File: config.mk
export PLATFORM = sky130hd
export DESIGN_NAME = regfile_context_mover
export DESIGN_NICKNAME = d
export VERILOG_FILES = /design/src/rtl/regfile_context_mover.sv
export SDC_FILE = /design/constraint.sdc
export NUM_CORES = 1
export LEC_CHECK = 0
export ABC_AREA = 1
export CAP_MARGIN = 40
export CORE_UTILIZATION = 47
export DETAILED_ROUTE_END_ITERATION = 7
export MAX_ROUTING_LAYER = met4
export PLACE_DENSITY = 0.81
export RECOVER_POWER = 100
export SYNTH_ARGS = -nofsm -noshare
export SYNTH_HDL_FRONTEND = slang
export SYNTH_SLANG_ARGS = --single-unit
File: constraint.sdc
create_clock -name CGRA_Clock -period 2 [get_ports CGRA_Clock]
set_input_delay 0.4 -clock CGRA_Clock [delete_from_list [all_inputs] [get_ports CGRA_Clock]]
set_output_delay 0.4 -clock CGRA_Clock [all_outputs]
set_load 0.02 [all_outputs]
File: src/rtl/regfile_context_mover.sv
// regfile_context_mover: saves/restores a whole CGRA register file over valid/ready streams
// Ports: CGRA_Clock/CGRA_Reset_n clock and async active-low reset; save_start/restore_start
// start pulses; busy/save_done/restore_done status; m_data/m_valid/m_last/m_ready save
// stream master; s_data/s_valid/s_ready restore stream slave; address_out0..7 + rf_out0..7
// file read ports (1-cycle read latency); WE0..3/address_in0..3/in0..3 file write ports.
module regfile_context_mover #(
  parameter int LOG2REGS = 3,
  parameter int SIZE = 32
) (
  input  logic                CGRA_Clock,
  input  logic                CGRA_Reset_n,
  input  logic                save_start,
  input  logic                restore_start,
  output logic                busy,
  output logic                save_done,
  output logic                restore_done,
  output logic [SIZE-1:0]     m_data,
  output logic                m_valid,
  output logic                m_last,
  input  logic                m_ready,
  input  logic [SIZE-1:0]     s_data,
  input  logic                s_valid,
  output logic                s_ready,
  output logic [LOG2REGS-1:0] address_out0,
  output logic [LOG2REGS-1:0] address_out1,
  output logic [LOG2REGS-1:0] address_out2,
  output logic [LOG2REGS-1:0] address_out3,
  output logic [LOG2REGS-1:0] address_out4,
  output logic [LOG2REGS-1:0] address_out5,
  output logic [LOG2REGS-1:0] address_out6,
  output logic [LOG2REGS-1:0] address_out7,
  input  logic [SIZE-1:0]     rf_out0,
  input  logic [SIZE-1:0]     rf_out1,
  input  logic [SIZE-1:0]     rf_out2,
  input  logic [SIZE-1:0]     rf_out3,
  input  logic [SIZE-1:0]     rf_out4,
  input  logic [SIZE-1:0]     rf_out5,
  input  logic [SIZE-1:0]     rf_out6,
  input  logic [SIZE-1:0]     rf_out7,
  output logic                WE0,
  output logic                WE1,
  output logic                WE2,
  output logic                WE3,
  output logic [LOG2REGS-1:0] address_in0,
  output logic [LOG2REGS-1:0] address_in1,
  output logic [LOG2REGS-1:0] address_in2,
  output logic [LOG2REGS-1:0] address_in3,
  output logic [SIZE-1:0]     in0,
  output logic [SIZE-1:0]     in1,
  output logic [SIZE-1:0]     in2,
  output logic [SIZE-1:0]     in3
);
  localparam int NREGS = 2 ** LOG2REGS;
  typedef enum logic [2:0] {IDLE, S_ADDR, S_CAPT, S_STREAM, R_COLLECT, R_WRITE} state_t;
  state_t              state_q;
  logic [LOG2REGS-1:0] raddr_q [8];
  logic [LOG2REGS-1:0] waddr_q [4];
  logic [SIZE-1:0]     wdata_q [4];
  logic [SIZE-1:0]     stage_q [4];
  logic [SIZE-1:0]     buf_q [8];
  logic [SIZE-1:0]     rf_out [8];
  logic [LOG2REGS-1:0] sbase_q, rbase_q;
  logic [2:0]          word_q;
  logic [1:0]          cnt_q;
  logic                we_q, m_valid_q, m_last_q, s_ready_q, busy_q, save_done_q, restore_done_q;
  logic [SIZE-1:0]     m_data_q;
  logic                last_batch;
  assign rf_out = '{rf_out0, rf_out1, rf_out2, rf_out3, rf_out4, rf_out5, rf_out6, rf_out7};
  assign last_batch = sbase_q == LOG2REGS'(NREGS - 8);
  always_ff @(posedge CGRA_Clock or negedge CGRA_Reset_n) begin
    if (!CGRA_Reset_n) begin
      state_q <= IDLE;
      for (int k = 0; k < 8; k++) begin
        raddr_q[k] <= '0;
        buf_q[k] <= '0;
      end
      for (int k = 0; k < 4; k++) begin
        waddr_q[k] <= '0;
        wdata_q[k] <= '0;
        stage_q[k] <= '0;
      end
      sbase_q <= '0;
      rbase_q <= '0;
      word_q <= '0;
      cnt_q <= '0;
      we_q <= 1'b0;
      m_valid_q <= 1'b0;
      m_last_q <= 1'b0;
      m_data_q <= '0;
      s_ready_q <= 1'b0;
      busy_q <= 1'b0;
      save_done_q <= 1'b0;
      restore_done_q <= 1'b0;
    end else begin
      save_done_q <= 1'b0;
      restore_done_q <= 1'b0;
      case (state_q)
        IDLE: begin
          if (save_start) begin
            state_q <= S_ADDR;
            busy_q <= 1'b1;
            sbase_q <= '0;
            for (int k = 0; k < 8; k++) raddr_q[k] <= LOG2REGS'(k);
          end else if (restore_start) begin
            state_q <= R_COLLECT;
            busy_q <= 1'b1;
            s_ready_q <= 1'b1;
            cnt_q <= '0;
            rbase_q <= '0;
          end
        end
        S_ADDR: state_q <= S_CAPT;
        S_CAPT: begin
          state_q <= S_STREAM;
          buf_q <= rf_out;
          m_data_q <= rf_out[0];
          m_valid_q <= 1'b1;
          word_q <= '0;
        end
        S_STREAM: begin
          if (m_valid_q && m_ready) begin
            word_q <= word_q + 3'd1;
            m_data_q <= buf_q[word_q + 3'd1];
            m_last_q <= last_batch && word_q == 3'd6;
            if (word_q == 3'd7) begin
              m_valid_q <= 1'b0;
              m_last_q <= 1'b0;
              if (last_batch) begin
                state_q <= IDLE;
                busy_q <= 1'b0;
                save_done_q <= 1'b1;
                sbase_q <= '0;
              end else begin
                state_q <= S_ADDR;
                sbase_q <= sbase_q + LOG2REGS'(8);
                for (int k = 0; k < 8; k++) raddr_q[k] <= sbase_q + LOG2REGS'(8) + LOG2REGS'(k);
              end
            end
          end
        end
        R_COLLECT: begin
          if (s_valid && s_ready_q) begin
            stage_q[cnt_q] <= s_data;
            cnt_q <= cnt_q + 2'd1;
            if (cnt_q == 2'd3) begin
              state_q <= R_WRITE;
              s_ready_q <= 1'b0;
              we_q <= 1'b1;
              for (int k = 0; k < 4; k++) begin
                waddr_q[k] <= rbase_q + LOG2REGS'(k);
                wdata_q[k] <= k == 3 ? s_data : stage_q[k];
              end
            end
          end
        end
        R_WRITE: begin
          we_q <= 1'b0;
          rbase_q <= rbase_q + LOG2REGS'(4);
          if (rbase_q == LOG2REGS'(NREGS - 4)) begin
            state_q <= IDLE;
            busy_q <= 1'b0;
            restore_done_q <= 1'b1;
          end else begin
            state_q <= R_COLLECT;
            s_ready_q <= 1'b1;
          end
        end
        default: state_q <= IDLE;
      endcase
    end
  end
  assign busy = busy_q;
  assign save_done = save_done_q;
  assign restore_done = restore_done_q;
  assign m_data = m_data_q;
  assign m_valid = m_valid_q;
  assign m_last = m_last_q;
  assign s_ready = s_ready_q;
  assign address_out0 = raddr_q[0];
  assign address_out1 = raddr_q[1];
  assign address_out2 = raddr_q[2];
  assign address_out3 = raddr_q[3];
  assign address_out4 = raddr_q[4];
  assign address_out5 = raddr_q[5];
  assign address_out6 = raddr_q[6];
  assign address_out7 = raddr_q[7];
  assign WE0 = we_q;
  assign WE1 = we_q;
  assign WE2 = we_q;
  assign WE3 = we_q;
  assign address_in0 = waddr_q[0];
  assign address_in1 = waddr_q[1];
  assign address_in2 = waddr_q[2];
  assign address_in3 = waddr_q[3];
  assign in0 = wdata_q[0];
  assign in1 = wdata_q[1];
  assign in2 = wdata_q[2];
  assign in3 = wdata_q[3];
endmodule

==> reports/results.tsv, run 1 <==
metric	value	unit
outcome	finished clean	
vias per cell	5.12	
synthesized area	23700	um^2
worst min path class	in2reg	
Die Width	226	um
post-layout minimum cycle time	1980	ps
clock buffer depth	3	
main flop type after synthesis	dfrtp_1	
Hold Startpoint	rf_out4[6]	
Post-Syn Instances	2926	
initial antenna violation count	16	
Port Buffers	483	
gpl congestion	0.900	
final hold vios	0	
Post-synth top cells	1019 x nand2_1, 531 x dfrtp_1, 370 x inv_1	
Worst path top cell family by delay	buffers and inverters	
Worst-Skew Late Latency	600	ps
GR met2 Demand/Resource	46.1	%
number of synthesized register bits	531	
FF-to-FF path depth	9	
DR WL/cell	18.2	um
DR vias	20798	
synth warn	0	
grt total ovfl	0	
CORE AREA	49300	um^2
Num CTS Buffers	54	
final-stage net count	3650	
dpl hpwl	51100	um
DP Worst Slack	78.1	ps
H-tree level count	2	
Data required, critical path	1600	ps
vias in the first global route	20410	
I/O pin cnt	500	
max-slew violations	0	
most common cell in the synthesized netlist	nand2_1	
CTS tree	done	
final-layout fill cell count	4157	
clk slew on worst S/H paths	60	ps
post-synth cell types	26	
FP Rows	81	
Post-DRT Antenna Nets	0	
Data arrival, critical path	1580	ps
Initial DRT Pass Iterations	7	
largest net degree at the start of global routing	129	
CP startpoint kind	register	
Pwr Total	41.2	mW
Max VDD drop	0.000837	V
Critical R2R Launch	word_q[0]	
Least-Margin Pin Slew	1090	ps
Die Area	51300	um^2
final worst slack	23.5	ps
Total GRT Usage	30.0	%
Clock Skews	24.9	ps
met1 Use GR	37.7	%
Setup crit end kind	primary output	
leakage	15.7	nW
kind of critical path	reg2out	
crit path cell chain	clkdlybuf4s50_1	
async set or reset register ratio after synthesis	100	%
Clk Tree Root Cell	clkbuf_16	
Synth top area share	56.2	%
Syn-to-layout area delta	29.4	%
1st-iter DRT viols	1932	
CP max-delay cell	clkdlybuf4s50_1	
Post-CTS Setup Inserts	0	
Post-synth EDFFs	0	
first-pass GRT wire length	115000	um
Final Cycle Share	98.8	%
max-cap check violation count	0	
gr busiest metal	met2	
PD cells	1350	nW/um^2
layout cells sized above 1	4.93	%
drt drc	0	
dominant cells by area after synthesis	dfrtp_1 56%, nand2_1 16%, inv_1 5.9%	
Final Routed Wirelength	74100	um
# clock sinks	531	
Starting Density	48.0	%
most area-hungry cell type in the Yosys netlist	dfrtp_1	
R2R Path End	m_data[30]	
Seq/Total Area, Yosys	56.2	%
chip height	226	um
CP max stage delay	650	ps
multi-input logic area	7940	um^2
setup violators final	0	
WP buf/inv	1	
M3 GR Usage	7.90	%
FF/Latch Area	13300	um^2
hold path depth	3	
post-layout util	62.2	%
fmax	506	MHz
Hold Slack	361	ps
Hold EP	buf_q[102]	
synthesized area per cell	8.09	um^2
relative slew slack	27.3	%
crit path max fanout	2	
R2R Setup Slk	120	ps
## metrics by stage
step           instances  TNS [ps]  cell area (um^2)
2_1_floorplan       2941         0             23700
3_3_place_gp        3956         0             29400
3_5_place_dp        3956         0             29400
4_1_cts             4048         0             31000
5_1_grt             4064     -2.34             30600
6_report            4064         0             30600
## registers in the layout (all words and copies together), names as in the netlist
register / cells
m_data: 32
state_q: 3
rbase_q: 1
busy: 1
WE0: 1
word_q: 3
cnt_q: 2
in2: 32
address_in1: 2
restore_done: 1
s_ready: 1
save_done: 1
address_out7: 1
in1: 32
in3: 32
m_last: 1
buf_q: 256
in0: 32
m_valid: 1
stage_q: 96
## how the worst max path moves through the flow
stage	startpoint	endpoint	slack (ps)	cells after the start
finish	m_data[16]	m_data[16]	20	1
global route	in3[20]	in3[20]	-2	1
CTS	in2[10]	in2[10]	0.7	1
detailed placement	s_valid	in1[22]	80	7
global placement	s_valid	in1[15]	100	7
floorplan	word_q[0]	m_data[1]	2	13
## final cells by class
type,count,share of cell area (%)
multi-input combinational,1828,25.9
sequential,531,43.4
inverter,373,4.61
clock buffer,76,5.08
timing repair buffer,561,17.4
antenna,16,0.131
clock inverter,15,0.674
tap,664,2.71
## cells by family after synthesis
| logic type | share of synthesized area, % |
|---|---|
| and+or+nand+nor | 23.9 |
| buffers and inverters | 10.5 |
| DFF | 56.2 |
| AOI/OAI and AO/OA | 9.09 |
| adders and majority gates | 0.370 |
| other | 0.0158 |
## placed cells by master (no fill, tap or decap), types with 2 or more instances in the layout
cell type        instances
or2_0                   18
bufinv_16                4
ha_1                     6
clkinv_2                 6
conb_1                  16
clkbuf_8                10
inv_1                  370
diode_2                 16
or2_1                   10
nor2_1                  44
buf_6                    5
dlygate4sd2_1          164
clkbuf_1                36
clkinv_8                 2
clkbuf_2                 6
nand2_4                  4
nand2_1               1021
inv_4                    2
nand3_1                267
dfrtp_1                530
o21ai_1                  7
o21ai_0                386
clkbuf_4                10
a21oi_1                 34
buf_12                  20
or2_2                    5
nor2_4                   3
clkbuf_16               55
clkinvlp_4               2
nor3_1                   2
buf_4                   27
clkdlybuf4s50_1        303
## metal layers
layer	routed length (um)	vias up
met5	0	-
met4	2540	0
li1	-	9850
met2	34500	944
met1	29700	9871
met3	7420	133
## worst min-delay path: cells and delay by family
kind                   cells  cell delay (ps)
AND/OR/NAND/NOR            1               60
AO/OA/AOI/OAI              1               70
buffers and inverters      1              390
## power breakdown
part	total (mW)	switching, mW	internal [mW]
Combinational	14.5	9.46	5.06
Sequential	16.5	1.71	14.8
Clock	10.2	4.26	5.90
## timing repair
action                     4_1_cts  5_1_grt
hold endpoints to repair        61        0
hold buffers                     1        0
pin swaps                        0        0
gates cloned                     0        0
setup endpoints to repair      164       17
resized for setup              166       17
Note: power is estimated with default switching activity, not from simulation.
==> run 2, diff against run 1 <==
Settings changed: ABC_CLOCK_PERIOD_IN_PS set to 2000, CORE_MARGIN set to 3.
==> reports/results.tsv, run 2 (same netlist as run 1, synthesis figures left out) <==
metric	value	unit	change
outcome	finished clean		
CTS tree	done		
Data required, critical path	1600	ps	about the same
R2R Setup Slk	130	ps	about the same
post-layout minimum cycle time	1960	ps	-14.6 ps
CP startpoint kind	register		
I/O pin cnt	500		unchanged
most frequent cells in the layout	1022 x nand2_1, 529 x dfrtp_1, 370 x inv_1		
fmax	510	MHz	+0.74%
worst min path class	in2async		
# clock sinks	531		unchanged
Worst path top cell family by delay	buffers and inverters		
max-slew violations	0		unchanged
DR WL/cell	18.1	um	-0.85%
max-cap check violation count	0		unchanged
CP max-delay cell	clkdlybuf4s50_1		
WP buf/inv	1		unchanged
relative slew slack	25.7	%	-1.6 points
Final Routed Wirelength	73700	um	-0.63%
Clk Tree Root Cell	clkbuf_16		
Clock Skews	24.7	ps	-0.239 ps
largest net degree at the start of global routing	129		unchanged
Post-DRT Antenna Nets	0		unchanged
Critical R2R Launch	word_q[0]		
number of cells on the critical path	1		unchanged
Die Area	53100	um^2	+3.6%
1st-iter DRT viols	1968		+1.9%
Final Cycle Share	98.1	%	-0.73 points
max reg flops	256		unchanged
R2R Path End	m_data[30]		
Total Neg Setup Slack	0	ps	unchanged
Max VDD drop	0.000736	V	-12%
Total GRT Usage	28.3	%	-1.7 points
clk slew on worst S/H paths	60	ps	about the same
Pwr Total	41.6	mW	+0.84%
Die Width	230	um	+1.8%
Data arrival, critical path	1560	ps	-20 ps
CP max stage delay	620	ps	-30 ps
CORE AREA	49400	um^2	+0.21%
Port Buffers	483		unchanged
Num CTS Buffers	54		unchanged
final hold vios	0		unchanged
Largest regs	buf_q: 256 flops, stage_q: 96 flops		
Top reg by flops	buf_q		
PD cells	1350	nW/um^2	+0.56%
Setup crit end kind	primary output		
RSZ-0062 raised after global routing	false		
first-pass GRT wire length	116000	um	+0.41%
final-layout fill cell count	4139		-0.43%
Syn-to-layout area delta	29.7	%	
layout cells sized above 1	5.16	%	+0.23 points
H-tree level count	2		unchanged
leakage	15.7	nW	+0.11%
commonest non-fill, non-tap cell in the layout	nand2_1		
drt drc	0		unchanged
Initial DRT Pass Iterations	6		-1
clock buffer depth	3		unchanged
initial antenna violation count	19		+3
Worst-Skew Late Latency	610	ps	about the same
vias in the first global route	20776		+1.8%
gpl congestion	0.886		-1.5%
setup violators final	0		unchanged
dpl hpwl	50900	um	-0.49%
FP Rows	81		unchanged
final-stage net count	3649		-0.027%
grt total ovfl	0		unchanged
Starting Density	47.9	%	-0.099 points
chip height	230	um	+1.8%
kind of critical path	reg2out		
DR vias	20910		+0.54%
Least-Margin Pin Slew	1110	ps	+23.7 ps
crit path max fanout	2		unchanged
FF-to-FF path depth	9		unchanged
crit path cell chain	clkdlybuf4s50_1		
vias per cell	5.13		+0.32%
run 2: changes by cell type in the layout (fill, tap and decap cells not counted), sizes merged:
| cell | change |
|---|---|
| diode | +4 |
| dlygate4sd2 | -1 |
| clkbuf | +9 |
| buf | -5 |
| bufinv | +2 |
run 2: layout make-up:
| class | instances | area, um^2 | area share, % |
|---|---|---|---|
| sequential | 531 | 13300 | 43.3 |
| multi-input combinational | 1828 | 7950 | 25.9 |
| timing repair buffer | 560 | 5270 | 17.2 |
| clock buffer | 80 | 1630 | 5.31 |
| inverter | 373 | 1410 | 4.59 |
| tap | 664 | 831 | 2.71 |
| clock inverter | 17 | 267 | 0.868 |
| antenna | 20 | 50.0 | 0.163 |
run 2: stage by stage:
stage / hold WS [ps] / utilization [%] / setup slack (ps) / instances / area, um^2
after floorplan: 104 / - / 1.70 / 2941 / 23700
after global placement: 269 / 59.5 / 100 / 3955 / 29300
after detailed placement: 272 / 59.5 / 33.5 / 3955 / 29300
after CTS: 217 / 62.9 / 0.0111 / 4053 / 31000
after global routing: 243 / 62.2 / 0.0659 / 4072 / 30700
final: 230 / 62.2 / 38.1 / 4073 / 30700
run 2: layer usage:
layer / vias to the layer above / wire length, um / global-route usage [%]
met4: 0 / 2280 / 9.33
met2: 948 / 35000 / 44.7
met3: 135 / 7730 / 8.75
met1: 9969 / 28600 / 34.8
met5: - / 0 / -
li1: 9858 / - / -
run 2: worst reg2reg max path, delay by kind of cell (launching register included):
kind / cells / cell delay (ps)
adder cells (fa/ha/maj): 2 / 550
buffers and inverters: 3 / 310
flip-flops: 1 / 520
AND/OR/NAND/NOR: 4 / 450
run 2: repair_timing:
item | in CTS | in global routing
resized for setup | 164 | 18
hold endpoints to repair | 114 | 0
endpoints found under the setup margin | 163 | 17
buffers inserted | 0 | 0
hold buffers | 1 | 0
run 2: worst max path at each step:
stage / start / endpoint / slack [ps]
2_1_floorplan: word_q[0] / m_data[1] / 2
3_3_place_gp: m_ready / m_data[0] / 100
3_5_place_dp: m_ready / m_data[0] / 30
4_1_cts: in2[6] / in2[6] / 0.01
5_1_grt: in3[3] / in3[3] / 0.07
6_report: in2[6] / in2[6] / 40
run 2: power by group:
group          switching [mW]  internal, mW
clock network            4.30          6.40
logic                    9.27          5.02
registers                1.75          14.8
